[src/rtl/led_controller.sv]
// LED image loader: reads LED_COUNT words from data memory, reduces each word to one
// LED bit, and commits the whole image to leds_out in a single cycle.
`ifndef LED_NUM
`define LED_NUM 8
`endif
`ifndef LED_NUM_WIDTH
`define LED_NUM_WIDTH 3
`endif
`ifndef LED_MEM
`define LED_MEM 12'h100
`endif
`ifndef DATA_ADDR_WIDTH
`define DATA_ADDR_WIDTH 12
`endif

module led_controller #(
    parameter int LED_COUNT       = `LED_NUM,
    parameter int LED_ADDR        = `LED_MEM,
    parameter int ADDR_WIDTH      = `DATA_ADDR_WIDTH,
    parameter int LED_COUNT_WIDTH = `LED_NUM_WIDTH
) (
    input  logic                  clk,
    input  logic                  reset,
    input  logic                  copy_start,
    output logic                  mem_din_re,
    output logic [ADDR_WIDTH-1:0] mem_din_addr,
    input  logic [15:0]           mem_din,
    output logic [LED_COUNT-1:0]  leds_out,
    output logic                  busy,
    output logic                  done
);

    typedef enum logic [1:0] {
        IDLE,
        READ,
        DRAIN,
        COMMIT
    } state_e;

    localparam logic [ADDR_WIDTH-1:0]      LED_BASE = ADDR_WIDTH'(LED_ADDR);
    localparam logic [ADDR_WIDTH-1:0]      ADDR_ONE = ADDR_WIDTH'(1);
    localparam logic [LED_COUNT_WIDTH-1:0] LAST_IDX = LED_COUNT_WIDTH'(LED_COUNT - 1);
    localparam logic [LED_COUNT_WIDTH-1:0] IDX_ONE  = LED_COUNT_WIDTH'(1);

    state_e                     state_q, state_d;
    logic [ADDR_WIDTH-1:0]      addr_q, addr_d;
    logic [LED_COUNT_WIDTH-1:0] idx_q, idx_d;
    logic                       rd_vld_q;
    logic [LED_COUNT_WIDTH-1:0] rd_idx_q;
    logic [LED_COUNT-1:0]       shadow_q, shadow_d;
    logic [LED_COUNT-1:0]       leds_q, leds_d;

    // NOTE: every variable gets its default first so no path leaves it unassigned (no latch).
    always_comb begin
        state_d = state_q;
        addr_d  = addr_q;
        idx_d   = idx_q;
        case (state_q)
            IDLE: begin
                addr_d = LED_BASE;
                idx_d  = '0;
                if (copy_start) state_d = READ;
            end
            READ: begin
                if (idx_q == LAST_IDX) begin
                    state_d = DRAIN;
                end else begin
                    idx_d  = idx_q + IDX_ONE;
                    addr_d = addr_q + ADDR_ONE;
                end
            end
            DRAIN: state_d = COMMIT;
            COMMIT: begin
                state_d = IDLE;
                addr_d  = LED_BASE;
                idx_d   = '0;
            end
            default: state_d = IDLE;
        endcase
    end

    // Word k lands in bit LED_COUNT-1-k; the final word is merged here so the commit sees it.
    always_comb begin
        shadow_d = shadow_q;
        for (int i = 0; i < LED_COUNT; i++) begin
            if (rd_vld_q && (rd_idx_q == LED_COUNT_WIDTH'(LED_COUNT - 1 - i))) begin
                shadow_d[i] = |mem_din;
            end
        end
        leds_d = (state_q == DRAIN) ? shadow_d : leds_q;
    end

    // NOTE: state registers use non-blocking assignments so all flops update together.
    // NOTE: the small shadow register is reset too, since a stale image must never reach the LEDs.
    always_ff @(posedge clk or negedge reset) begin
        if (!reset) begin
            state_q  <= IDLE;
            addr_q   <= LED_BASE;
            idx_q    <= '0;
            rd_vld_q <= 1'b0;
            rd_idx_q <= '0;
            shadow_q <= '0;
            leds_q   <= '0;
        end else begin
            state_q  <= state_d;
            addr_q   <= addr_d;
            idx_q    <= idx_d;
            rd_vld_q <= (state_q == READ);
            rd_idx_q <= idx_q;
            shadow_q <= shadow_d;
            leds_q   <= leds_d;
        end
    end

    assign mem_din_re   = (state_q == READ);
    assign mem_din_addr = addr_q;
    assign leds_out     = leds_q;
    assign busy         = (state_q != IDLE);
    assign done         = (state_q == COMMIT);

endmodule

[config.mk]
export PLATFORM = sky130hd
export DESIGN_NAME = led_controller
export DESIGN_NICKNAME = d
export VERILOG_FILES = /design/src/rtl/led_controller.sv
export SDC_FILE = /design/constraint.sdc
export NUM_CORES = 1
export LEC_CHECK = 0
export CAP_MARGIN = 10
export CORE_MARGIN = 2
export CORE_UTILIZATION = 45
export DETAILED_ROUTE_END_ITERATION = 10
export PLACE_DENSITY = 0.74
export SETUP_SLACK_MARGIN = 0.4
export SLEW_MARGIN = 20
export SYNTH_ARGS = -nofsm -noshare
export SYNTH_HDL_FRONTEND = slang
export SYNTH_SLANG_ARGS = --single-unit
export TNS_END_PERCENT = 20
[constraint.sdc]
create_clock -name clk -period 3.35 [get_ports clk]
set_input_delay 0.335 -clock clk [delete_from_list [all_inputs] [get_ports clk]]
set_output_delay 0.335 -clock clk [all_outputs]
set_load 0.01 [all_outputs]
Word-level counts from Yosys, hierarchy flattened
Cells that the tools add are included.
- bits in registers: 37
- input bits: 19
- output and inout bits: 23
- word-level logic and storage cells: 54
- add/subtract/negate cells: 2
- equal/unequal tests: 14
- muxes and demuxes: 15
- reductions and logical operators: 16
- operators with widths (cell ; number):
    $pmux W12 S2 ; 1
    $reduce_or A16 Y1 ; 1
    $eq A3 B3 Y1 const B ; 5
    $add A12 B1 Y12 const B ; 1
    $mux W12 ; 1
    $logic_and A1 B1 Y1 ; 8
    $mux W1 ; 8
    $pmux W2 S4 ; 1
    $eq A3 B2 Y1 const B ; 2
    $pmux W3 S2 ; 1
    $eq A2 B2 Y1 const B ; 2
    $mux W2 ; 2
    $ne A2 B2 Y1 const B ; 2
    $reduce_and A2 Y1 ; 2
    $reduce_bool A2 Y1 ; 2
    $add A3 B1 Y3 const B ; 1
    $eq A3 B1 Y1 const B ; 1
    $logic_not A3 Y1 ; 1
    $mux W3 ; 1
    $eq A2 B1 Y1 const B ; 1
    $logic_not A2 Y1 ; 1
    $ne A2 B1 Y1 const B ; 1
    $reduce_or A2 Y1 ; 1

Depth between registers and ports, before layout
Gate-level depths: netlist (run 1).
- depth after elaboration: 4
- mapped depth: 8
- mapped depth without buffers: 6

Worst setup path after synthesis (run 1)
Ideal clock, no wire load.
- path type: register to register
- start point: register state_q[1]
- end point: register addr_q[6], in the netlist mem_din_addr[6]
- library setup time: 0.064 ns
- arrival time: 1.827 ns
- required time: 3.286 ns
- path slack: 1.459 ns
- cell stages (with the launch flop): 7
- path buffers: 0
- path through: dfrtp_1 > inv_1 > ha_1 > mux2_4 > or4_1 > nand2_1 > a22o_2
- elaborated cells on any way between the ends: 8
- RTL lines (what ; RTL line ; text):
    start: declaration ; 45 ; state_e state_q, state_d;
    start signal: assignment ; 105 ; state_q <= state_d;
    $eq A2 B1 Y1 (*) ; n/a ;
    net mem_din_re ; 25 ; output logic mem_din_re,
    $ne A2 B2 Y1 (no line) or $reduce_bool A2 Y1 (tied branches) ; n/a ;
    $reduce_and A2 Y1 (no line) ; n/a ;
    end signal: assignment ; 106 ; addr_q <= addr_d;
    end: declaration ; 46 ; logic [ADDR_WIDTH-1:0] addr_q, addr_d;
The timed path passes the listed nets; every way through them passes the cells marked *.
A chain may end at the register's enable or synchronous reset.

Final worst setup path (run 1)
- start point: register state_q[0]
- end point: register addr_q[6], in the netlist mem_din_addr[6]
- longest elaborated chain between the ends: 4
- elaborated cells on any way between the ends: 8
- ends and longest elaborated chain (what ; RTL line ; text):
    $eq A2 B2 Y1 or $logic_not A2 Y1 (tied branches) ; 58 ; case (state_q)
    $reduce_or A2 Y1 (no line) ; n/a ;
    $reduce_bool A2 Y1 (no line) ; n/a ;
    $reduce_and A2 Y1 (no line) ; n/a ;
Several ways; a longest one is shown, not always the timed one.

==> results of run 1 <==
## registers in the layout, summed over array words and instances (netlist names)
register and cells:
shadow_q 8, rd_idx_q 3, idx_q 3, mem_din_addr 12
leds_out 8, state_q 2, rd_vld_q 1
## cells by family after synthesis
group                    count (synthesis)  share of synthesized area, %
AND/OR/NAND/NOR                         54                          14.7
flip-flops                              37                          53.5
AO/OA/AOI/OAI                           21                          7.88
multiplexers                            20                          13.0
buffers and inverters                   12                          3.03
adder cells (fa/ha/maj)                  8                          5.78
XOR/XNOR                                 4                          2.02
## worst max path at each step
| stage | from | cells past startpoint | end |
|---|---|---|---|
| detailed placement | mem_din[9] | 5 | leds_out[2]$_DFFE_PN0P_ |
| finish | state_q[0]$_DFFE_PN0P_ | 6 | mem_din_addr[6]$_DFFE_PN0P_ |
| CTS | state_q[0]$_DFFE_PN0P_ | 6 | mem_din_addr[6]$_DFFE_PN0P_ |
| floorplan | state_q[1]$_DFFE_PN0P_ | 6 | mem_din_addr[6]$_DFFE_PN0P_ |
| global route | state_q[0]$_DFFE_PN0P_ | 6 | mem_din_addr[6]$_DFFE_PN0P_ |
| global placement | mem_din[9] | 5 | leds_out[1]$_DFFE_PN0P_ |
## worst reg2reg max path, delay by kind of cell, from the launching register on
family,cells,cell delay (ns)
multiplexers,1,0.42
flip-flops,1,0.40
AND/OR/NAND/NOR,2,0.60
AO/OA/AOI/OAI,1,0.12
buffers and inverters,1,0.11
adder cells (fa/ha/maj),1,0.45
## placed cells by master, fill, tap and decap left out, types with 7 or more instances in the layout
master,netlist,layout
nand3_1,7,7
mux2_2,16,16
nor2_1,16,16
clkdlybuf4s50_1,0,41
inv_1,9,9
o21ai_0,10,10
ha_1,8,8
nand2_1,11,11
dfrtp_1,36,36
## layer usage
| metal | vias up | routed length (microns) |
|---|---|---|
| met1 | 639 | 1490 |
| met2 | 42 | 1700 |
| li1 | 639 | - |
| met3 | 5 | 248 |
| met5 | - | 0 |
| met4 | 0 | 42 |
## power groups by stage
| stage | logic [W] | clock network, W | registers, W |
|---|---|---|---|
| 6_report | 0.000569 | 0.000290 | 0.000578 |
| 5_1_grt | 0.000634 | 0.000324 | 0.000590 |
| 2_1_floorplan | 0.000371 | 0 | 0.000588 |
| 3_5_place_dp | 0.000575 | 0 | 0.000586 |
| 4_1_cts | 0.000574 | 0.000305 | 0.000579 |
| 3_3_place_gp | 0.000545 | 0 | 0.000580 |
## cell type report
class,instances,share of cell area [%]
sequential,37,40.8
multi-input combinational,107,33.1
timing repair buffer,42,18.4
clock buffer,7,3.36
tap,48,2.64
inverter,9,1.49
clock inverter,1,0.220
## per-stage QoR
stage          hold slack [ns]  cells  util, %  worst slack [ns]
2_1_floorplan           0.0394    156        -              1.46
3_3_place_gp             0.417    243     59.4              1.28
3_5_place_dp             0.429    243     59.4              1.18
4_1_cts                  0.446    251     61.6              1.22
5_1_grt                  0.459    251     61.6              1.12
6_report                 0.450    251     61.6              1.22
==> impl_metrics.json, run 1 <==
{
  "drtPass1Iterations": 5,
  "die-height_microns": 66.0,
  "die_x_microns": 66.0,
  "cts_buffers": 5,
  "worst_pin_slew_ns": 0.459,
  "post_synth.cell_area_avg_sq_um": 11.1,
  "p_comb_share_pct": 39.6,
  "clk_latency_ns": 0.29,
  "drtIter0Drc": 82,
  "p_leak_nw": 0.982,
  "multi_input_area_sq_um": 752,
  "clock.fmax_mhz": 470,
  "stdcell_area_sq_um": 2270,
  "finalSetupViolCount": 0,
  "critPathTopFamily": "simple AND/OR/NAND/NOR gates",
  "ir_drop_uv": 377,
  "grt_setup_unrepaired": "no",
  "grtUsageTotal_pct": 18.2,
  "setup_tns_ns": 0,
  "grtUsageMet3_pct": 4.60,
  "synth.most_common_cell": "dfrtp_1",
  "ys_warn_count": 0,
  "nets": 229,
  "crit_required_ns": 3.58,
  "fin_skew_ns": 0.00877,
  "grt_pass1_vias": 1382,
  "clkTransAtPathRegs_ns": 0.07,
  "syn_inst": 156,
  "grt.overflow.total": 0,
  "path_class": "flop to flop",
  "htreeDepth": 2,
  "grt_max_degree": 38,
  "yosysTopAreaCell": "dfrtp_1",
  "power_density_nw_per_um2": 633,
  "regToRegStartpoint": "state_q[0]$_DFFE_PN0P_",
  "via_per_inst": 5.28,
  "clock-sinks": 37,
  "die_area_sq_um": 4360,
  "reg2reg_slack_ns": 1.22,
  "start_util_pct": 46.9,
  "run_status": "finished, final reports clean",
  "synth_edf_count": 0,
  "p_switching_w": 0.000518,
  "r2r-end": "mem_din_addr[6]$_DFFE_PN0P_",
  "netlist-cell-type-count": 30,
  "place_area_sq_um": 2190,
  "timing_hold_violations_final": 0,
  "routed_wl_mm": 3.48,
  "synth_ff_type": "dfrtp_1",
  "path_cells": "inv_1 > ha_1 > mux2_4 > or4_1 > nand2_1 > a22o_2",
  "slowest_delay_ns": 0.52,
  "ys_ff_latch": 37,
  "floorplan.io_pins": 42,
  "async_reset_ff_share_pct": 100,
  "via_count": 1325,
  "fin_crit_sh_pct": 63.5,
  "drt-wirelength-per-cell_microns": 13.9,
  "endpoint_kind": "flop",
  "busiest_layer": "met2",
  "diodes": 0,
  "drive_above_1_share_pct": 13.3,
  "cp-start-kind": "flop",
  "ant_nets": 0,
  "ys_top_cells_by_count": "36 x dfrtp_1, 16 x mux2_2, 16 x nor2_1",
  "yosys-top-cells-area": "dfrtp_1 52%, mux2_2 10%, ha_1 5.8%",
  "synth-seq-area-share_pct": 53.5,
  "report.final.slew_viol_count": 0,
  "place.gp.congestion": 0.739,
  "swShare_pct": 36.0,
  "worst-path-max-fanout": 17,
  "grt_pass1_wl_mm": 6.03,
  "cts_resized": 0,
  "rows": 22,
  "synth_fp_nets": 183,
  "max_slew_margin_pct": 69.3,
  "syn_area_sq_um": 1730,
  "synth_top_area_share_pct": 52.0,
  "hold_end": "rd_idx_q[2]$_DFF_PN0_",
  "syn_to_final_growth_pct": 31.2,
  "hold_class": "flop to flop",
  "cp_num_buf_inv": 1,
  "drc": 0,
  "use_met2_pct": 31.8,
  "p_seq_share_pct": 40.2,
  "portBuffers": 41,
  "drv_cap": 0,
  "antenna_found_initial": 0,
  "cp_slowest_cell": "or4_1",
  "regArea_sq_um": 927,
  "min_period_ns": 2.13,
  "clockRootBuffer": "clkbuf_8",
  "post-cts-setup-buffer-count": 0,
  "power_w": 0.00144,
  "crit_arrival_ns": 2.36,
  "cts_tree": "yes",
  "post-dp-hpwl_mm": 2.58,
  "clk_path_buf_depth": 2,
  "reg2reg_depth": 6,
  "min_path_cells": 0,
  "clkPwrFrac_pct": 20.2,
  "postCtsHoldBufs": 0,
  "p_int_w": 0.000920,
  "core_area_sq_um": 3690,
  "hold_start": "idx_q[2]$_DFFE_PN0P_",
  "nFillCells": 303,
  "grt.met1_usage_pct": 21.2
}
Power figures use the tool's default switching activity.
==> run 2: changes to the inputs <==
- CORE_UTILIZATION: 45 -> 44
- PLACE_DENSITY: 0.74 -> 0.75
- clock period: 3.35 -> 1.9 ns (I/O delays scaled with it)
==> impl_metrics.json, run 2 (same netlist as run 1, synthesis figures left out) <==
{
  "crit_required_ns": 2.13,
  "htreeDepth": 2,
  "antenna_found_initial": 0,
  "slowest_delay_ns": 0.42,
  "drt-wirelength-per-cell_microns": 14.6,
  "r2r-end": "mem_din_addr[6]$_DFFE_PN0P_",
  "worst-path-max-fanout": 5,
  "final_cell_mix": "39 x clkdlybuf4s50_1, 35 x dfrtp_1, 17 x mux2_2",
  "grt.overflow.total": 0,
  "via_per_inst": 5.32,
  "reg2reg_depth": 6,
  "via_count": 1410,
  "grt_setup_unrepaired": "yes",
  "routed_wl_mm": 3.88,
  "nets": 243,
  "grtUsageTotal_pct": 18.8,
  "post-dp-hpwl_mm": 2.75,
  "grt_pass1_wl_mm": 6.29,
  "cts_buffers": 5,
  "fin_crit_sh_pct": 90.9,
  "cp_slowest_cell": "dfrtp_1",
  "regToRegStartpoint": "idx_q[1]$_DFFE_PN0P_",
  "path_cells": "ha_2 > ha_4 > mux2_4 > or4_4 > nand2_2 > a22o_2",
  "nFillCells": 293,
  "setup_tns_ns": 0,
  "p_leak_nw": 1.05,
  "path_class": "flop to flop",
  "crit_arrival_ns": 1.96,
  "die_area_sq_um": 4450,
  "drtIter0Drc": 40,
  "multi_input_area_sq_um": 852,
  "ir_drop_uv": 719,
  "run_status": "finished, final reports clean",
  "grt_pass1_vias": 1492,
  "cts_tree": "yes",
  "drive_above_1_share_pct": 25.3,
  "start_util_pct": 46.6,
  "timing_hold_violations_final": 0,
  "portBuffers": 41,
  "largest_reg_flops": 12,
  "postCtsHoldBufs": 0,
  "clockRootBuffer": "clkbuf_8",
  "grt_max_degree": 38,
  "die-height_microns": 66.7,
  "setup_ws_ns": 0.172,
  "power_density_nw_per_um2": 1200,
  "dpl.cell_count": 247,
  "clk_latency_ns": 0.29,
  "fin_skew_ns": 0.00816,
  "regArea_sq_um": 928,
  "ant_nets": 0,
  "diodes": 0,
  "clock.fmax_mhz": 579,
  "floorplan.io_pins": 42,
  "drv_cap": 0,
  "clk_path_buf_depth": 2,
  "reg2reg_slack_ns": 0.17,
  "drc": 0,
  "clkTransAtPathRegs_ns": 0.07,
  "clock-sinks": 37,
  "instances_no_fill": 265,
  "report.final.slew_viol_count": 0,
  "hold_class": "input pin to asynchronous set/reset pin",
  "worst_pin_slew_ns": 0.455,
  "rows": 22,
  "place.gp.congestion": 0.760,
  "max_slew_margin_pct": 69.7,
  "mostFrequentLayoutCell": "clkdlybuf4s50_1",
  "core_area_sq_um": 3720,
  "syn_to_final_growth_pct": 42.6,
  "finalSetupViolCount": 0,
  "drtPass1Iterations": 4,
  "die_x_microns": 66.7,
  "endpoint_kind": "flop",
  "pre_cts_ws_ns": 0.0457,
  "min_period_ns": 1.73,
  "cp-start-kind": "flop"
}
-- run 2: cell count changes in the layout (fill, tap and decap cells not counted), moves of 2 or more --
cell,before,now
buf_4,1,14
ha_1,8,4
ha_4,0,3
clkdlybuf4s50_1,41,39
dlygate4sd2_1,0,2
inv_1,9,7
inv_2,0,2
nor2_1,16,14
nor4_1,6,4
-- run 2: per-stage QoR --
step | area [sq um] | hold WS, ns | power (W) | utilization [%]
floorplan | 1770 | -0.106 | 0.00175 | -
global placement | 2260 | 0.413 | 0.00210 | 60.8
detailed placement | 2260 | 0.432 | 0.00217 | 60.8
CTS | 2450 | 0.339 | 0.00295 | 65.8
global route | 2470 | 0.358 | 0.00317 | 66.4
finish | 2470 | 0.325 | 0.00296 | 66.4
-- run 2: repair_timing --
action                                  CTS  global route
gates resized for setup                  10             5
setup buffers                             9             0
gates cloned                              1             0
pin swaps                                 5             2
endpoints found under the hold margin     0             0
endpoints found under the setup margin   30            34
-- run 2: routing by layer --
metal  vias to the layer above  routed length [microns]  track usage [%]
met4                         0                       34             4.59
met3                         3                      286             5.91
met2                        47                     2100             36.4
li1                        673                        -                -
met5                         -                        0                0
met1                       687                     1460             19.5
-- run 2: how the worst max path moves through the flow --
stage                                       from                           to  slack [ns]
after floorplan           state_q[0]$_DFFE_PN0P_  mem_din_addr[6]$_DFFE_PN0P_        0.14
after global placement                mem_din[2]      leds_out[4]$_DFFE_PN0P_        0.07
after detailed placement             mem_din[10]      leds_out[7]$_DFFE_PN0P_        0.05
after CTS                 state_q[0]$_DFFE_PN0P_  mem_din_addr[6]$_DFFE_PN0P_        0.20
after global routing        idx_q[1]$_DFFE_PN0P_  mem_din_addr[6]$_DFFE_PN0P_        0.11
final                       idx_q[1]$_DFFE_PN0P_  mem_din_addr[6]$_DFFE_PN0P_        0.17
-- run 2: final cells by class --
class | count | share of cell area [%]
Tap cell | 48 | 2.43
Clock inverter | 1 | 0.203
Clock buffer | 7 | 3.09
Sequential cell | 37 | 37.6
Multi-Input combinational cell | 108 | 34.5
Inverter | 9 | 1.37
Timing Repair Buffer | 55 | 20.8
-- run 2: power by group --
part	switching (W)	internal (W)
logic	0.000715	0.000706
registers	0.0000971	0.000930
clock network	0.000255	0.000257
total	0.00107	0.00189
-- run 2: critical path, delay by kind of cell (launching register included) --
| family | cells | cell delay, ns |
|---|---|---|
| adder cells (fa/ha/maj) | 2 | 0.37 |
| flip-flops | 1 | 0.42 |
| AND/OR/NAND/NOR | 2 | 0.49 |
| multiplexers | 1 | 0.29 |
| AO/OA/AOI/OAI | 1 | 0.12 |
==> run 3: changes to the inputs <==
- CTS_BUF_LIST: unset -> sky130_fd_sc_hd__clkbuf_16
==> impl_metrics.json, run 3 (same netlist as run 1, synthesis figures left out) <==
{
  "run_status": "finished, final reports clean",
  "post-dp-hpwl_mm": 2.75,
  "report.final.slew_viol_count": 0,
  "drtPass1Iterations": 4,
  "die_x_microns": 66.7,
  "grt_setup_unrepaired": "yes",
  "path_cells": "inv_2 > ha_4 > mux2_4 > or4_4 > nand2_1 > a22o_2",
  "cp_slowest_cell": "dfrtp_2",
  "die_area_sq_um": 4450,
  "core_area_sq_um": 3720,
  "clockRootBuffer": "clkbuf_16",
  "drv_cap": 0,
  "htreeDepth": 2,
  "clock.fmax_mhz": 576,
  "cp_num_buf_inv": 1,
  "final_util_pct": 68.4,
  "mostFrequentLayoutCell": "clkdlybuf4s50_1",
  "clk_path_buf_depth": 2,
  "clock-sinks": 37,
  "cts_buffers": 5,
  "multi_input_area_sq_um": 852,
  "floorplan.io_pins": 42,
  "drive_above_1_share_pct": 26.5,
  "endpoint_kind": "flop",
  "max_slew_margin_pct": 69.1,
  "worst-path-max-fanout": 5,
  "portBuffers": 41,
  "setup_ws_ns": 0.163,
  "grt.overflow.total": 0,
  "drt-wirelength-per-cell_microns": 15.5,
  "largest_reg_flops": 12,
  "nets": 245,
  "dpl.cell_count": 247,
  "syn_to_final_growth_pct": 46.7,
  "antenna_found_initial": 0,
  "cp-start-kind": "flop",
  "ant_nets": 0,
  "diodes": 0,
  "fin_skew_ns": 0.00585,
  "clkTransAtPathRegs_ns": 0.05,
  "grt_max_degree": 38,
  "path_class": "flop to flop",
  "drc": 0,
  "min_period_ns": 1.74,
  "die-height_microns": 66.7,
  "rows": 22,
  "slowest_delay_ns": 0.45,
  "nFillCells": 284,
  "grtUsageTotal_pct": 20.1,
  "via_count": 1433,
  "cts_tree": "yes",
  "pre_cts_ws_ns": 0.0457,
  "p_leak_nw": 1.10,
  "crit_required_ns": 2.12,
  "place.gp.congestion": 0.760,
  "timing_hold_violations_final": 0,
  "instances_no_fill": 267,
  "clk_latency_ns": 0.28,
  "ir_drop_uv": 721,
  "grt_pass1_wl_mm": 6.63,
  "hold_class": "input pin to asynchronous set/reset pin",
  "crit_arrival_ns": 1.96,
  "worst_pin_slew_ns": 0.463,
  "drtIter0Drc": 34,
  "crit_cells": 6,
  "grt_pass1_vias": 1569,
  "final_cell_mix": "40 x clkdlybuf4s50_1, 35 x dfrtp_1, 17 x mux2_2",
  "routed_wl_mm": 4.13,
  "hold-worst-slack_ns": 0.339,
  "regArea_sq_um": 928,
  "fin_crit_sh_pct": 91.4,
  "setup_tns_ns": 0,
  "postCtsHoldBufs": 0,
  "via_per_inst": 5.37,
  "power_density_nw_per_um2": 1280,
  "finalSetupViolCount": 0,
  "critPathTopFamily": "simple AND/OR/NAND/NOR gates",
  "start_util_pct": 46.6,
  "reg2reg_depth": 6
}
## run 3: cell count changes in the layout (fill, tap and decap cells not counted), sizes merged
| cell | before | now |
|---|---|---|
| clkdlybuf4s50 | 39 | 40 |
| inv | 9 | 11 |
| clkbuf | 7 | 5 |
| dlygate4sd2 | 2 | 1 |
| buf | 14 | 16 |
## run 3: stage by stage
stage                     area, sq um  total power, W
after CTS                        2520         0.00322
after detailed placement         2260         0.00217
after global placement           2260         0.00210
after global routing             2540         0.00345
after floorplan                  1770         0.00175
final                            2540         0.00326
## run 3: per-layer routing
layer / up-vias / routed length (microns) / global-route usage, % / part of all wire, %
li1: 679 / - / - / -
met1: 692 / 1510 / 19.5 / 37
met2: 53 / 2240 / 39.4 / 54
met3: 9 / 315 / 5.91 / 7.6
met4: 0 / 59 / 7.14 / 1.4
met5: - / 0 / 0 / 0
## run 3: report_power, final
| group | internal (W) | switching, W | leakage, nW |
|---|---|---|---|
| Sequential | 0.000932 | 0.0000994 | 0.483 |
| Clock | 0.000473 | 0.000288 | 0.0762 |
| Combinational | 0.000741 | 0.000731 | 0.540 |
| Total | 0.00215 | 0.00112 | 1.10 |
## run 3: what timing repair did
action	4_1_cts	5_1_grt
pin swaps	5	2
buffers inserted	9	2
resized for setup	12	3
endpoints found under the hold margin	0	0
setup endpoints to repair	30	32
gates cloned	1	0
## run 3: worst paths after layout
check	startpoint	endpoint	slack, ns
max in group asynchronous	reset	state_q[0]$_DFFE_PN0P_	1.21
hold / removal	reset	shadow_q[5]$_DFF_PN0_	0.34
setup reg to reg	state_q[0]$_DFFE_PN0P_	mem_din_addr[6]$_DFFE_PN0P_	0.16
min in group clk	idx_q[1]$_DFFE_PN0P_	rd_idx_q[1]$_DFF_PN0_	0.45
setup / recovery	state_q[0]$_DFFE_PN0P_	mem_din_addr[6]$_DFFE_PN0P_	0.16
hold reg to reg	idx_q[1]$_DFFE_PN0P_	rd_idx_q[1]$_DFF_PN0_	0.45
## run 3: final cells by class
type	instances	area share, %
flip-flops and latches	37	36.5
multi-input cells	108	33.5
repair buffers	57	20.8
clock buffers	5	4.92
well taps	48	2.36
inverters	9	1.33
clock inverters	3	0.492
